### src/rtl/sprite_blit_pkg.sv
// Shared types and helpers for the sprite blitter: state encoding, default screen
// geometry and a field extractor for the packed per-channel configuration buses.
package sprite_blit_pkg;

  typedef enum logic [2:0] {
    ST_IDLE   = 3'd0,
    ST_SELECT = 3'd1,
    ST_SCAN   = 3'd2,
    ST_DRAIN  = 3'd3,
    ST_DONE   = 3'd4
  } blit_state_e;

  localparam int DEF_SCREEN_W = 160;
  localparam int DEF_SCREEN_H = 120;

  localparam int BUS_MAX   = 512;
  localparam int FIELD_MAX = 32;

  // Returns field idx of width w from a packed bus with field 0 at the LSBs.
  function automatic logic [FIELD_MAX-1:0] bus_field(input logic [BUS_MAX-1:0] bus,
                                                     input int idx, input int w);
    return FIELD_MAX'(bus >> (idx * w)) & ((FIELD_MAX'(1) << w) - FIELD_MAX'(1));
  endfunction

endpackage

### src/rtl/sprite_scan_counter.sv
// Column/row raster counter with runtime last-index limits; 'last' flags the
// final pixel of the rectangle.
module sprite_scan_counter #(
  parameter int X_W = 8,
  parameter int Y_W = 7
) (
  input  logic           CLOCK_50,
  input  logic           Resetn,
  input  logic           clr,
  input  logic           en,
  input  logic [X_W-1:0] wl,
  input  logic [Y_W-1:0] hl,
  output logic [X_W-1:0] col,
  output logic [Y_W-1:0] row,
  output logic           last
);

  assign last = (col == wl) && (row == hl);

  always_ff @(posedge CLOCK_50) begin
    if (!Resetn || clr) begin
      col <= '0;
      row <= '0;
    end else if (en) begin
      if (col == wl) begin
        col <= '0;
        row <= row + Y_W'(1);
      end else begin
        col <= col + X_W'(1);
      end
    end
  end

endmodule

### src/rtl/sprite_blitter.sv
// Multi-channel sprite plotter for the 160x120 VGA adapter path.
// Optional colour-key transparency is enabled by defining SPRITE_BLIT_TRANSPARENT_EN.
//
// state  | meaning
// IDLE   | waiting for start
// SELECT | pick lowest pending channel, clear counters (or finish if none left)
// SCAN   | one ROM address per cycle across the channel rectangle
// DRAIN  | two cycles to flush the ROM/tag pipeline
// DONE   | one-cycle end-of-frame pulse
module sprite_blitter
  import sprite_blit_pkg::*;
#(
  parameter int NUM_CH   = 9,
  parameter int X_W      = 8,
  parameter int Y_W      = 7,
  parameter int COLOR_W  = 3,
  parameter int SCREEN_W = DEF_SCREEN_W,
  parameter int SCREEN_H = DEF_SCREEN_H,
  parameter logic [COLOR_W-1:0] TRANSP_COLOR = '0
) (
  input  logic                      CLOCK_50,
  input  logic                      Resetn,
  input  logic                      start,
  input  logic [NUM_CH-1:0]         ch_en,
  input  logic [NUM_CH*X_W-1:0]     ch_x,
  input  logic [NUM_CH*Y_W-1:0]     ch_y,
  input  logic [NUM_CH*X_W-1:0]     ch_wl,
  input  logic [NUM_CH*Y_W-1:0]     ch_hl,
  output logic [$clog2(NUM_CH)-1:0] rom_ch,
  output logic [X_W-1:0]            rom_col,
  output logic [Y_W-1:0]            rom_row,
  input  logic [COLOR_W-1:0]        rom_colour,
  output logic                      plot,
  output logic [X_W-1:0]            x,
  output logic [Y_W-1:0]            y,
  output logic [COLOR_W-1:0]        colour,
  output logic                      busy,
  output logic                      done
);

  localparam int CH_W = $clog2(NUM_CH);

  localparam logic [2:0] IDLE   = ST_IDLE;
  localparam logic [2:0] SELECT = ST_SELECT;
  localparam logic [2:0] SCAN   = ST_SCAN;
  localparam logic [2:0] DRAIN  = ST_DRAIN;
  localparam logic [2:0] DONE   = ST_DONE;

`ifdef SPRITE_BLIT_TRANSPARENT_EN
  localparam bit TRANSP_EN = 1'b1;
`else
  localparam bit TRANSP_EN = 1'b0;
`endif

  logic [2:0]            state;
  logic [NUM_CH-1:0]     pend;
  logic [NUM_CH*X_W-1:0] x_q, wl_q;
  logic [NUM_CH*Y_W-1:0] y_q, hl_q;
  logic [X_W-1:0]        ox, wl;
  logic [Y_W-1:0]        oy, hl;
  logic                  drain_cnt;
  logic [CH_W-1:0]       next_ch;
  logic [X_W-1:0]        col;
  logic [Y_W-1:0]        row;
  logic                  last;
  logic [X_W:0]          x_sum;
  logic [Y_W:0]          y_sum;
  logic                  clip;
  logic                  v1;
  logic [X_W-1:0]        x1;
  logic [Y_W-1:0]        y1;
  logic                  key_hit;

  always_comb begin
    next_ch = '0;
    for (int i = NUM_CH - 1; i >= 0; i--) begin
      if (pend[i]) next_ch = CH_W'(i);
    end
  end

  sprite_scan_counter #(.X_W(X_W), .Y_W(Y_W)) u_scan (
    .CLOCK_50 (CLOCK_50),
    .Resetn   (Resetn),
    .clr      (state == SELECT),
    .en       (state == SCAN),
    .wl       (wl),
    .hl       (hl),
    .col      (col),
    .row      (row),
    .last     (last)
  );

  assign rom_col = col;
  assign rom_row = row;
  assign busy    = (state != IDLE);
  assign done    = (state == DONE);

  always_ff @(posedge CLOCK_50) begin
    if (!Resetn) begin
      state     <= IDLE;
      pend      <= '0;
      x_q       <= '0;
      y_q       <= '0;
      wl_q      <= '0;
      hl_q      <= '0;
      ox        <= '0;
      oy        <= '0;
      wl        <= '0;
      hl        <= '0;
      rom_ch    <= '0;
      drain_cnt <= 1'b0;
    end else begin
      case (state)
        IDLE: begin
          if (start) begin
            pend  <= ch_en;
            x_q   <= ch_x;
            y_q   <= ch_y;
            wl_q  <= ch_wl;
            hl_q  <= ch_hl;
            state <= SELECT;
          end
        end
        SELECT: begin
          if (|pend) begin
            pend[next_ch] <= 1'b0;
            rom_ch <= next_ch;
            ox     <= X_W'(bus_field(BUS_MAX'(x_q),  int'(next_ch), X_W));
            oy     <= Y_W'(bus_field(BUS_MAX'(y_q),  int'(next_ch), Y_W));
            wl     <= X_W'(bus_field(BUS_MAX'(wl_q), int'(next_ch), X_W));
            hl     <= Y_W'(bus_field(BUS_MAX'(hl_q), int'(next_ch), Y_W));
            state  <= SCAN;
          end else begin
            drain_cnt <= 1'b1;
            state     <= DRAIN;
          end
        end
        SCAN: begin
          if (last) state <= SELECT;
        end
        DRAIN: begin
          if (drain_cnt == 1'b0) state <= DONE;
          else drain_cnt <= 1'b0;
        end
        DONE:    state <= IDLE;
        default: state <= IDLE;
      endcase
    end
  end

  // Coordinates are formed one bit wider so off-screen pixels clip instead of wrapping.
  assign x_sum   = {1'b0, ox} + {1'b0, col};
  assign y_sum   = {1'b0, oy} + {1'b0, row};
  assign clip    = (x_sum >= (X_W+1)'(SCREEN_W)) || (y_sum >= (Y_W+1)'(SCREEN_H));
  assign key_hit = TRANSP_EN && (rom_colour == TRANSP_COLOR);

  always_ff @(posedge CLOCK_50) begin
    if (!Resetn) begin
      v1     <= 1'b0;
      x1     <= '0;
      y1     <= '0;
      plot   <= 1'b0;
      x      <= '0;
      y      <= '0;
      colour <= '0;
    end else begin
      v1 <= (state == SCAN) && !clip;
      if (state == SCAN) begin
        x1 <= x_sum[X_W-1:0];
        y1 <= y_sum[Y_W-1:0];
      end
      plot <= v1 && !key_hit;
      if (v1) begin
        x      <= x1;
        y      <= y1;
        colour <= rom_colour;
      end
    end
  end

endmodule

### config.mk
export PLATFORM = sky130hd
export DESIGN_NAME = sprite_blitter
export DESIGN_NICKNAME = d
export VERILOG_FILES = /design/src/rtl/sprite_blit_pkg.sv /design/src/rtl/sprite_scan_counter.sv /design/src/rtl/sprite_blitter.sv
export SDC_FILE = /design/constraint.sdc
export NUM_CORES = 1
export LEC_CHECK = 0
export BUFFER_PORTS_ARGS = -buffer_cell sky130_fd_sc_hd__buf_4
export CORE_ASPECT_RATIO = 0.75
export CORE_UTILIZATION = 35
export DETAILED_ROUTE_END_ITERATION = 10
export SLEW_MARGIN = 20
export SYNTH_ARGS = -nofsm -noshare
export SYNTH_HDL_FRONTEND = slang
export SYNTH_SLANG_ARGS = --single-unit
### constraint.sdc
create_clock -name CLOCK_50 -period 2.8 [get_ports CLOCK_50]
set_input_delay 0.14 -clock CLOCK_50 [delete_from_list [all_inputs] [get_ports CLOCK_50]]
set_output_delay 0.14 -clock CLOCK_50 [all_outputs]
set_load 0.02 [all_outputs]
==> flow_summary.json <==
{
  "antenna_found_initial": 1,
  "end_kind": "flip-flop",
  "r2r-end": "oy[3]$_SDFFE_PN0P_",
  "hold_path.startpoint": "Resetn",
  "syn_inst": 2020,
  "r2r_slack_ns": 0.17,
  "io-pin-count": 325,
  "finalMaxSlewViolations": 0,
  "dieArea_um2": 50020,
  "cp_top_family": "compound AO/OA/AOI/OAI gates",
  "dpl.hpwl_mm": 40.15,
  "dr.pass1.iters": 5,
  "synth_edf_count": 0,
  "grt_pass1_wl_mm": 92.85,
  "start_util_pct": 35.88,
  "num_antenna_cells": 0,
  "finalSetupViolCount": 0,
  "synth_warnings": 0,
  "clk_latency_ns": 0.54,
  "synth_area_per_cell_um2": 8.511,
  "rsz0062_at_grt": "no",
  "numPortBuffers": 324,
  "power_density_nw_per_um2": 802.5,
  "total_leakage_power_nw": 9.589,
  "ys_seq_area_share_pct": 42.74,
  "grt_pass1_vias": 16220,
  "outcome": "completed",
  "fin_crit_ns": 2.632,
  "viasPerCell": 5.199,
  "tns_ns": 0,
  "finalClockSkew_ns": 0.01082,
  "core_area_um2": 47910,
  "whs_ns": 0.02536,
  "rr_startpoint": "pend[5]$_SDFFE_PN0P_",
  "cts_max_level": 2,
  "final_nets": 2850,
  "drcViolationCount": 0,
  "cts_sinks": 367,
  "hold_path.class": "input pin to flip-flop",
  "row_count": 69,
  "wl_per_cell_um": 18.76,
  "synth.cell_area_um2": 17190,
  "crit_path_start_kind": "flip-flop",
  "fmax_mhz": 379.9,
  "cp_slowest_cell": "a222oi_1",
  "worst_slew_pin_slew_ns": 0.8867,
  "crit_buf_inv": 1,
  "yosys_register_bits": 367,
  "die_h_um": 193.9,
  "cts_tree": "yes",
  "drtIter0Drc": 1296,
  "die_w_um": 257.9,
  "drv_cap": 0,
  "async_flop_share_pct": 0,
  "wirelength_mm": 60.20,
  "ant_nets": 0,
  "drive_above_1_share_pct": 20.16,
  "grt_max_degree": 147,
  "worstSetupPathType": "flip-flop to flip-flop",
  "synth_cell_types": 63,
  "crit_required_ns": 3.19,
  "track_usage_pct": 23.40,
  "cts_buffer_depth": 3,
  "peakVddDrop_mv": 0.4840,
  "worstRegToRegCells": 6,
  "postCtsSetupBuffers": 0,
  "root_buffer": "clkbuf_16",
  "slew_headroom_pct": 40.89,
  "overflow": 0,
  "cp.arrival_ns": 3.03,
  "place_congestion": 0.8622,
  "crit_fanout": 51,
  "hold_violations": 0,
  "min_to": "y_q[18]$_SDFFE_PN0P_",
  "holdPathStages": 2,
  "synthFlopType": "dfxtp_1",
  "path_cells": "nor2_1 > a221oi_4 > buf_12 > mux2_2 > a222oi_1 > o22ai_1",
  "critPathMaxStageDelay_ns": 0.59,
  "area_delta_synth_final_pct": 41.21,
  "via_count": 16680,
  "cts_inserted_buffers": 40,
  "synth_fp_nets": 2324,
  "period_share_pct": 94.00,
  "clkTransAtPathRegs_ns": 0.06
}
-- layer usage --
layer	GRT usage, %	share of wire (%)	wire length [um]	vias up
met4	7.035	2.7	1615	2
met5	0	0.022	13	-
met1	32.49	47	28060	7933
li1	-	-	-	8105
met3	4.484	6.1	3684	108
met2	36.54	45	26830	534
-- registers in the layout (all words and copies together) (netlist names), 8 cells and up --
name and count:
x 8, pend 9, x_q 72, ox 8, hl_q 63, wl_q 72
x1 8, u_scan.col 8, y_q 63, wl 8
-- how the worst max path moves through the flow --
| stage | to | depth (start not counted) | start | slack [ns] |
|---|---|---|---|---|
| after floorplan | v1$_SDFF_PN0_ | 8 | u_scan.col[0]$_SDFFE_PP0P_ | 0.61 |
| after global placement | oy[3]$_SDFFE_PN0P_ | 6 | pend[3]$_SDFFE_PN0P_ | 0.19 |
| after detailed placement | oy[1]$_SDFFE_PN0P_ | 6 | pend[3]$_SDFFE_PN0P_ | 0.13 |
| after CTS | oy[1]$_SDFFE_PN0P_ | 6 | pend[3]$_SDFFE_PN0P_ | 0.11 |
| after global routing | oy[3]$_SDFFE_PN0P_ | 6 | pend[5]$_SDFFE_PN0P_ | 0.13 |
| final | oy[3]$_SDFFE_PN0P_ | 6 | pend[5]$_SDFFE_PN0P_ | 0.17 |
-- cell usage in the layout, fill, tap and decap left out, types with 7 or more instances in the layout --
cell and instances:
a211oi_1 57, a211oi_2 8, a21boi_0 289, a21o_1 33, a21oi_1 8, a222oi_1 30, buf_12 8, buf_4 362
clkbuf_16 41, clkbuf_8 11, clkinv_2 7, dfxtp_1 365, dlygate4sd3_1 283, ha_1 17, inv_1 17, mux2_1 12
mux2_2 48, mux2i_1 22, nand2_1 583, nand3_1 10, nand4_1 8, nor2_1 24, nor2b_1 29, nor3_1 8
nor3b_1 25, nor3b_2 11, o211ai_1 36, o21ai_0 80, o22ai_1 30, xor2_1 22
-- cell type report --
| class | instances | area (um2) |
|---|---|---|
| clock inverters | 10 | 60.06 |
| inverters | 17 | 63.81 |
| multi-input cells | 1466 | 9085 |
| repair buffers | 654 | 5725 |
| well taps | 639 | 799.5 |
| flip-flops and latches | 367 | 7350 |
| fillers | 4409 | 23640 |
| clock buffers | 56 | 1192 |
-- synthesized netlist by cell type, types with 8 or more instances --
library cell | n | share of area [%]
nand2_1 | 585 | 13
mux2_2 | 48 | 3.1
nor3b_1 | 26 | 1.1
a21o_1 | 33 | 1.4
clkbuf_1 | 111 | 2.4
nand4_1 | 8 | 0.29
inv_1 | 17 | 0.37
nand3_1 | 10 | 0.29
o21ai_0 | 80 | 2.3
a222oi_1 | 30 | 1.7
a211oi_2 | 8 | 0.58
a21boi_0 | 289 | 13
nor3b_2 | 10 | 0.73
a211oi_1 | 57 | 2.5
a21oi_1 | 8 | 0.23
nor2_1 | 25 | 0.55
dfxtp_1 | 367 | 43
mux2_1 | 12 | 0.79
o211ai_1 | 36 | 1.6
xor2_1 | 22 | 1.1
o22ai_1 | 30 | 1.1
ha_1 | 17 | 1.2
buf_2 | 47 | 1.4
nor3_1 | 8 | 0.23
nor2b_1 | 29 | 1.1
mux2i_1 | 22 | 1.3
-- report_power, final --
group	leakage (nW)	switching, mW	internal [mW]
clock	0.626	2.16	2.95
sequential	3.00	0.780	6.25
combinational	5.96	4.51	2.83
-- logic make-up (layout without fill, tap and decap cells) --
kind of cell	after synthesis	count (layout)	share of synthesized area, %
buffers and inverters	187	737	4.709
DFF	367	367	42.74
xor gates and xnor gates	25	25	1.274
and+or+nand+nor	732	732	18.52
adders and majority gates	19	19	1.470
AOI/OAI and AO/OA	608	608	26.08
muxes	82	82	5.211
-- through the flow --
step                area, um2  std cells  worst slack [ns]  power (mW)  util, %
floorplan               17190       2020            0.6066       11.63        -
global placement        20190       2860            0.1857       13.97    42.13
detailed placement      20190       2860            0.1304       14.10    42.13
CTS                     24270       3209            0.1141       19.54    50.66
global route            24280       3209            0.1273       20.63    50.66
finish                  24280       3209            0.1680       19.48    50.66
-- worst reg2reg max path, delay by kind of cell (launching register included) --
kind / cells / cell delay (ns)
buf+inv: 1 / 0.37
compound gates: 3 / 1.10
mux: 1 / 0.39
flops: 1 / 0.49
simple gates: 1 / 0.14
-- what timing repair did --
action                                 CTS  global route
resized for setup                        0             1
hold buffers                           283             0
setup endpoints to repair                0             2
endpoints found under the hold margin  283             0
Note: power is estimated with default switching activity, not from simulation.
